===== src/rtl/pipeline_elastic.sv =====
// Elastic p_stages-deep valid/ready pipeline with bubble collapse, flush and occupancy count.
// Latency p_stages cycles when unstalled; backpressure via combinational ready chain, no skid buffer.
module pipeline_elastic #(
    parameter int p_width = 32,
    parameter int p_stages = 8,
    localparam int p_count_w = $clog2(p_stages + 1)
) (
    input  logic                 i_clk,
    input  logic                 i_rst,
    input  logic                 i_valid,
    output logic                 o_ready,
    input  logic [p_width-1:0]   i_data,
    output logic                 o_valid,
    input  logic                 i_ready,
    output logic [p_width-1:0]   o_data,
    input  logic                 i_flush,
    output logic [p_count_w-1:0] o_count
);

    logic [p_stages-1:0]              valid_q, valid_d;
    logic [p_stages-1:0][p_width-1:0] data_q, data_d;
    logic [p_count_w-1:0]             count_q, count_d;
    logic [p_stages-1:0]              mv;
    logic                             in_xfer, out_xfer;

    // A stage may move if it is empty or everything ahead of it can move.
    always_comb begin : move_chain
        logic m;
        mv = '0;
        m  = !valid_q[p_stages-1] || i_ready;
        mv[p_stages-1] = m;
        for (int k = p_stages - 2; k >= 0; k--) begin
            m     = !valid_q[k] || m;
            mv[k] = m;
        end
    end

    assign o_ready  = mv[0] && !i_flush;
    assign o_valid  = valid_q[p_stages-1];
    assign o_data   = data_q[p_stages-1];
    assign o_count  = count_q;
    assign in_xfer  = i_valid && o_ready;
    assign out_xfer = o_valid && i_ready;

    always_comb begin
        valid_d = valid_q;
        data_d  = data_q;
        count_d = count_q;
        if (i_flush) begin
            valid_d = '0;
            count_d = '0;
        end else begin
            if (mv[0]) begin
                valid_d[0] = i_valid;
                if (i_valid) begin
                    data_d[0] = i_data;
                end
            end
            // Data only follows a valid word; bubbles leave stale data behind.
            for (int k = 1; k < p_stages; k++) begin
                if (mv[k]) begin
                    valid_d[k] = valid_q[k-1];
                    if (valid_q[k-1]) begin
                        data_d[k] = data_q[k-1];
                    end
                end
            end
            count_d = count_q + p_count_w'(in_xfer) - p_count_w'(out_xfer);
        end
    end

    always_ff @(posedge i_clk or posedge i_rst) begin
        if (i_rst) begin
            valid_q <= '0;
            data_q  <= '0;
            count_q <= '0;
        end else begin
            valid_q <= valid_d;
            data_q  <= data_d;
            count_q <= count_d;
        end
    end

endmodule


===== config.mk =====
export PLATFORM = sky130hd
export DESIGN_NAME = pipeline_elastic
export DESIGN_NICKNAME = d
export VERILOG_FILES = /design/src/rtl/pipeline_elastic.sv
export SDC_FILE = /design/constraint.sdc
export NUM_CORES = 1
export LEC_CHECK = 0
export CORE_ASPECT_RATIO = 1.1
export CORE_MARGIN = 4
export CORE_UTILIZATION = 53
export DETAILED_ROUTE_END_ITERATION = 8
export PLACE_DENSITY_LB_ADDON = 0.12
export SLEW_MARGIN = 20
export SYNTH_ARGS = -nofsm -noshare
export SYNTH_HDL_FRONTEND = slang
export SYNTH_SLANG_ARGS = --single-unit

===== constraint.sdc =====
create_clock -name i_clk -period 8.9 [get_ports i_clk]
set_input_delay 2.225 -clock i_clk [delete_from_list [all_inputs] [get_ports i_clk]]
set_output_delay 2.225 -clock i_clk [all_outputs]
set_load 0.01 [all_outputs]

Word level (Yosys, flattened, before mapping)
Cells that the tools add are included.

Register bits after elaboration: 268. Bits in latches: 0. Bits in writable memories: 0. ROM bits: 0. Input port bits: 37. Output and inout bits: 38. Logic and storage cells: 66. Memories kept: 0.

Add/subtract/negate cells: 2. Multipliers: 0. Divide/modulo/power cells: 0. Order comparisons: 0. Equality and inequality tests: 0. Shift-type cells: 0. Mux-type cells: 10. Bitwise gates (word level): 1. Reductions and logical operators: 36.

Operators with widths (count): 3-bit AND reduction (8); 2-bit nonzero test (8); 1-bit zero test (9); 1-bit logical OR (8); 1-bit two-way mux (8); 8-bit two-way mux (1); 4-bit by 1-bit adder with 4-bit output (1); 4-bit two-way mux (1); 4-bit by 1-bit subtractor with 4-bit output (1); 1-bit logical AND (3); 1-bit inverter (1).

Logic depth before layout (Yosys ltp)
Gate-level depths: netlist of run 1.

Depth in word-level cells: 14. Gate-level depth with buffers: 12. Depth with buffers taken out: 9.

Worst setup path after synthesis of run 1
OpenSTA, ideal clock, no wires.

Kind: input to output. Start point: input port i_flush. End point: output port o_ready. Arrival: 2979 ps. Required time: 6675 ps. Path slack: 3696 ps. Cell stages on the path: 3. Buffers on the path: 2. Cell sequence: buf_1 > clkbuf_1 > a31oi_1.

Cells in the longest elaborated chain, start to end: 2.

RTL lines: from (decl) (RTL line 16) `input logic i_flush,`; 1-bit zero test (RTL line 38) `assign o_ready = mv[0] && !i_flush;`; 1-bit logical AND (RTL line 38); to (decl) (RTL line 11) `output logic o_ready,`.

No other way between the ends.

Worst setup path after layout of run 1
Ends and elaborated chain as after synthesis.

==> metrics.cfg, run 1 <==
[cts]
cts_tree = built
clkTransAtPathRegs_ns = 0.06
cts_setup_buffers = 0
post_cts_resized = 0
cts.sinks = 268
insertion_delay_ns = 0.52
root_buffer = clkbuf_16
holdBufCountCts = 0
cts_buffers = 28
htreeDepth = 1
cts_buffer_depth = 3

[finish]
num-fill-cells = 1472
area_growth_pct = 14.8
fin_util = 0.616
layout_common_cells = dfrtp_1, mux2_2, clkdlybuf4s50_1
final_common_cell = dfrtp_1
diodes = 0
final_nets = 733
drive_gt1_frac = 0.419

[critical_path]
r2r-end = o_count[2]$_DFF_PP0_
crit_required_ns = 6.68
startpoint = i_flush
startpoint_type = input pin
path_class = input pin to primary output
arrival_ns = 4.07
crit_path_max_fanout = 22
crit_path_end = o_ready
r2r_slack_ns = 6.35
rr_worst_depth = 9
end_kind = primary output
r2r-start = valid_q[6]$_DFFE_PP0P_

[hold_path]
min_path_type = flip-flop to flip-flop

[synth]
seq_area_frac_synth = 0.632
synth.avg_cell_area_sq_um = 16.5
syn_inst = 643
synth_area_sq_um = 10600
syn_nets = 685
ys_warn_count = 0
synth_cell_types = 34
ys_ff_latch = 268

[drt]
drtIter0Drc = 185
wirelength_microns = 16700
vias = 5075
final_antenna_net_count = 0
vias_per_cell = 5.28
drc = 0
wl_per_cell_microns = 17.4
firstDrtPassIters = 4

[die]
coreArea_sq_um = 19800
num_rows = 54
die_area_sq_um = 22400
initial_core_util = 0.536
io_pins = 75
chipWidth_microns = 143
die_y_microns = 156

[power_and_ir_drop]
power_density_nw_per_um2 = 243
leakagePower_nw = 5.87
max-vdd-ir-drop_uv = 169

[sta]
fin_crit_sh = 0.707
max_freq_mhz = 159
max_slew_margin = 0.360
worstMarginPinSlew_ns = 0.960
hold_violations = 0
min_period_ns = 6.29
rsz0062_at_grt = false
hold_ws_ns = 0.479
maxSlewViolCount = 0
finalSetupTns_ns = 0
fin_worst_skew_ns = 0.0109
setup_violations = 0

[placement]
port-buffer-count = 74
gp_congestion = 0.738
dp_hpwl_microns = 9950

[grt]
overflow = 0
grt_antenna_before_repair = 0
grt_max_degree = 168
grt_pass1_wl_microns = 28800
track_usage = 0.158
grt_pass1_vias = 5604

[run]
drv_cap = 0

[outcome]
outcome = finished, final reports clean

[synth_stat cells]
cell      count  area share
buf_4        32       0.023
a311o_1       1     0.00094
ha_1          4      0.0047
a211o_1       2      0.0016
mux2_1       16       0.017
nand2b_1      2      0.0012
buf_2        14      0.0066
nor2b_2       1     0.00082
clkbuf_1      1     0.00035
and2_1        1     0.00059
buf_1         1     0.00035
mux2_2      206        0.22
inv_1        12      0.0042
a311oi_4      2      0.0049
a211o_4       1      0.0016
and4b_1       1     0.00094
and4_1        1     0.00082
a21o_1        1     0.00071
fa_1          1      0.0019
o21ai_0       1     0.00047
a41o_1        1     0.00094
nor3b_2       1      0.0012
a31oi_1       2      0.0012
dfrtp_1     268        0.63
a41oi_1       1     0.00082
xnor2_1       1     0.00082
a2111o_1      1      0.0011
nor2b_1       2      0.0012
a21oi_1       6      0.0028
xor2_1        1     0.00082
buf_6        14       0.015
mux2_4       34       0.048
nand3_1       2     0.00094
nor2_1        8      0.0028
[power breakdown]
group	switching (W)	total (W)	internal (W)
registers	0.000104	0.00152	0.00142
logic	0.0000909	0.000296	0.000205
clock network	0.000441	0.00114	0.000699
[kinds of logic (layout without fill, tap and decap cells)]
family          after synthesis  in the layout  share of synthesized area
flops                       268            268                      0.632
simple gates                 19             19                     0.0105
compound gates               19             19                     0.0172
fa+ha+maj                     5              5                    0.00660
xor+xnor                      2              2                    0.00165
buf+inv                      74            140                     0.0490
mux                         256            256                      0.283
[layer usage]
metal  GRT usage  up-vias  wire (microns)
li1            -     2332               -
met1       0.222     2626            7720
met2       0.254       90            7950
met3      0.0330       27             762
met4      0.0435        0             282
met5           0        -               0
[metrics by stage]
stage / power [W] / worst slack [ns] / cell area, sq um / instances
after floorplan: 0.00176 / 3.14 / 10600 / 643
after global placement: 0.00182 / 2.70 / 11300 / 913
after detailed placement: 0.00185 / 2.62 / 11300 / 913
after CTS: 0.00300 / 2.59 / 12200 / 961
after global routing: 0.00311 / 2.48 / 12200 / 961
final: 0.00296 / 2.61 / 12200 / 961
[how the worst min path moves through the flow]
| stage | cells after the start | endpoint | slack (ns) | start |
|---|---|---|---|---|
| floorplan | 1 | data_q[198]$_DFFE_PP0P_ | 0.45 | data_q[166]$_DFFE_PP0P_ |
| global placement | 1 | data_q[202]$_DFFE_PP0P_ | 0.46 | data_q[170]$_DFFE_PP0P_ |
| detailed placement | 1 | data_q[206]$_DFFE_PP0P_ | 0.47 | data_q[174]$_DFFE_PP0P_ |
| CTS | 1 | data_q[206]$_DFFE_PP0P_ | 0.48 | data_q[174]$_DFFE_PP0P_ |
| global route | 1 | data_q[198]$_DFFE_PP0P_ | 0.50 | data_q[166]$_DFFE_PP0P_ |
| finish | 1 | data_q[206]$_DFFE_PP0P_ | 0.48 | data_q[174]$_DFFE_PP0P_ |
[sequential cells by signal, summed over array words and instances (netlist names)]
name,count
o_data,32
valid_q,8
o_count,4
data_q,224
[critical path: stages]
cell,delay [ns]
clkdlybuf4s50_1,0.89
a31oi_1,0.37
clkdlybuf4s50_1,0.59
[layout make-up]
| cell class | instances | area, sq um | share of cell area |
|---|---|---|---|
| Tap cell | 252 | 315 | 0.0259 |
| Sequential cell | 268 | 6710 | 0.550 |
| Multi-Input combinational cell | 301 | 3400 | 0.279 |
| Timing Repair Buffer | 80 | 798 | 0.0655 |
| Clock buffer | 41 | 831 | 0.0682 |
| Clock inverter | 7 | 88.8 | 0.00729 |
| Inverter | 12 | 48.8 | 0.00400 |
Power figures use the tool's default switching activity.
==> run 2: changes to the inputs <==
--- a/config.mk
+++ b/config.mk
@@ -7,7 +7,7 @@
 export LEC_CHECK = 0
 export CORE_ASPECT_RATIO = 1.1
 export CORE_MARGIN = 4
-export CORE_UTILIZATION = 53
+export CORE_UTILIZATION = 58
 export DETAILED_ROUTE_END_ITERATION = 8
 export PLACE_DENSITY_LB_ADDON = 0.12
 export SLEW_MARGIN = 20
==> constraint.sdc (replaced) <==
create_clock -name i_clk -period 6 [get_ports i_clk]
set_input_delay 1.5 -clock i_clk [delete_from_list [all_inputs] [get_ports i_clk]]
set_output_delay 1.5 -clock i_clk [all_outputs]
set_load 0.01 [all_outputs]
==> run 2 against run 1 <==
  * Largest power group unchanged
  * Highest routed layer unchanged
  * Total power increased by 47%
  * Via count decreased by 0.30%
  * Hold slack improved by 0.0015 ns
  * Combinational power increased by 48%
  * Clock power increased by 45%
  * Setup slack got worse by 1.2 ns
  * Global-route usage increased by 1.0 points
  * Final area decreased by 0.16%
  * Non-clock buffer count increased by 2
  * Sequential cell count unchanged
  * Critical endpoint unchanged
  * Final cell count decreased by 1.1%
==> metrics.cfg, run 2 (synthesis results as in run 1) <==
[hold_path]
min_path_type = flip-flop to flip-flop
whs_path_depth = 1

[grt]
overflow = 0
use_met2 = 0.275
track_usage = 0.168
grt_busiest_layer = met2
grt_use_met1 = 0.237
grt_antenna_before_repair = 0
grt_max_degree = 126
grt_pass1_vias = 5507
grt_pass1_wl_microns = 28000
gr-usage-met3 = 0.0266

[outcome]
outcome = finished, final reports clean

[sta]
maxSlewViolCount = 0
min_period_ns = 4.59
max_freq_mhz = 218
fin_worst_skew_ns = 0.00597
max_slew_margin = 0.428
hold_violations = 0
fin_crit_sh = 0.765
finalSetupTns_ns = 0
setup_violations = 0
hold_ws_ns = 0.481
worstMarginPinSlew_ns = 0.858
rsz0062_at_grt = false

[critical_path]
end_kind = primary output
rr_worst_depth = 9
crit_required_ns = 4.50
path_class = input pin to primary output
crit_path_max_fanout = 5
path_cells = clkdlybuf4s50_1 > and4b_1 > a31oi_1 > clkdlybuf4s50_1
cpMaxStageDelayCell = clkdlybuf4s50_1
arrival_ns = 3.09
crit_path_max_incr_delay_ns = 0.57
crit_top_cell = clkdlybuf4s50_1
startpoint_type = input pin

[finish]
final_common_cell = dfrtp_1
area_growth_pct = 14.6
drive_gt1_frac = 0.424
layout_common_cells = dfrtp_1, mux2_2, clkdlybuf4s50_1
diodes = 0
num-fill-cells = 1195
largest_reg_flops = 224
regArea_sq_um = 6710
multi_input_area_sq_um = 3400
final_nets = 734
largest-register = data_q

[drt]
final_antenna_net_count = 0
drtIter0Drc = 156
wl_per_cell_microns = 17.2
wirelength_microns = 16400
firstDrtPassIters = 4
vias = 5060
vias_per_cell = 5.33
drc = 0

[run]
drv_cap = 0

[placement]
port-buffer-count = 74
gp_congestion = 0.749
dp_hpwl_microns = 10100

[die]
num_rows = 51
die_y_microns = 150
coreArea_sq_um = 17900
die_area_sq_um = 20500
io_pins = 75
initial_core_util = 0.594
chipWidth_microns = 137

[cts]
cts_tree = built
post_cts_resized = 0
clkTransAtPathRegs_ns = 0.06
cts.sinks = 268
root_buffer = clkbuf_16
cts_buffers = 27
cts_buffer_depth = 3
cts_setup_buffers = 0
htreeDepth = 1
holdBufCountCts = 0
insertion_delay_ns = 0.51

[power_and_ir_drop]
total_power_w = 0.00434
max-vdd-ir-drop_uv = 245
leakagePower_nw = 5.86
power_density_nw_per_um2 = 357

## run 2: cell types whose count changed in the layout (fill, tap and decap cells not counted)
| cell | before | now |
|---|---|---|
| clkbuf_8 | 6 | 10 |
| buf_4 | 5 | 7 |
| clkbuf_1 | 6 | 4 |
| clkbuf_16 | 29 | 27 |
| clkinvlp_4 | 1 | 3 |
| bufinv_16 | 2 | 1 |
## run 2: path summary, 6_finish.rpt
check                                   startpoint                      end  slack, ns
setup / recovery                           i_ready                  o_ready       1.41
hold / removal             data_q[172]$_DFFE_PP0P_  data_q[204]$_DFFE_PP0P_       0.48
setup reg to reg            valid_q[6]$_DFFE_PP0P_     o_count[2]$_DFF_PP0_       3.46
hold reg to reg            data_q[172]$_DFFE_PP0P_  data_q[204]$_DFFE_PP0P_       0.48
max in group asynchronous                    i_rst  data_q[107]$_DFFE_PP0P_       3.35
min in group asynchronous                    i_rst   o_data[19]$_DFFE_PP0P_       1.46
## run 2: area by class of cell
| class | count | share of cell area |
|---|---|---|
| inverters | 12 | 0.00401 |
| repair buffers | 82 | 0.0668 |
| clock inverters | 8 | 0.00607 |
| clock buffers | 41 | 0.0681 |
| flip-flops and latches | 268 | 0.551 |
| multi-input cells | 301 | 0.280 |
| well taps | 238 | 0.0245 |
## run 2: through the flow
stage | instances | cell area, sq um | setup WS (ns) | utilization
floorplan | 643 | 10600 | 0.961 | -
global placement | 901 | 11300 | 1.48 | 0.631
detailed placement | 901 | 11300 | 1.42 | 0.631
CTS | 950 | 12200 | 1.41 | 0.681
global route | 950 | 12200 | 1.31 | 0.681
finish | 950 | 12200 | 1.41 | 0.681
## run 2: metal layers
metal | vias to the layer above | share of wire
li1 | 2324 | -
met1 | 2620 | 0.47
met2 | 90 | 0.48
met3 | 26 | 0.038
met4 | 0 | 0.017
met5 | - | 0
## run 2: worst max-delay path: cells and delay by family
kind	cells	cell delay, ns
buffers and inverters	2	1.09
AO/OA/AOI/OAI	1	0.21
AND/OR/NAND/NOR	1	0.29
## run 2: power breakdown
part | total, W | internal [W] | switching, W
Clock | 0.00165 | 0.000992 | 0.000653
Sequential | 0.00226 | 0.00210 | 0.000155
Combinational | 0.000438 | 0.000304 | 0.000134
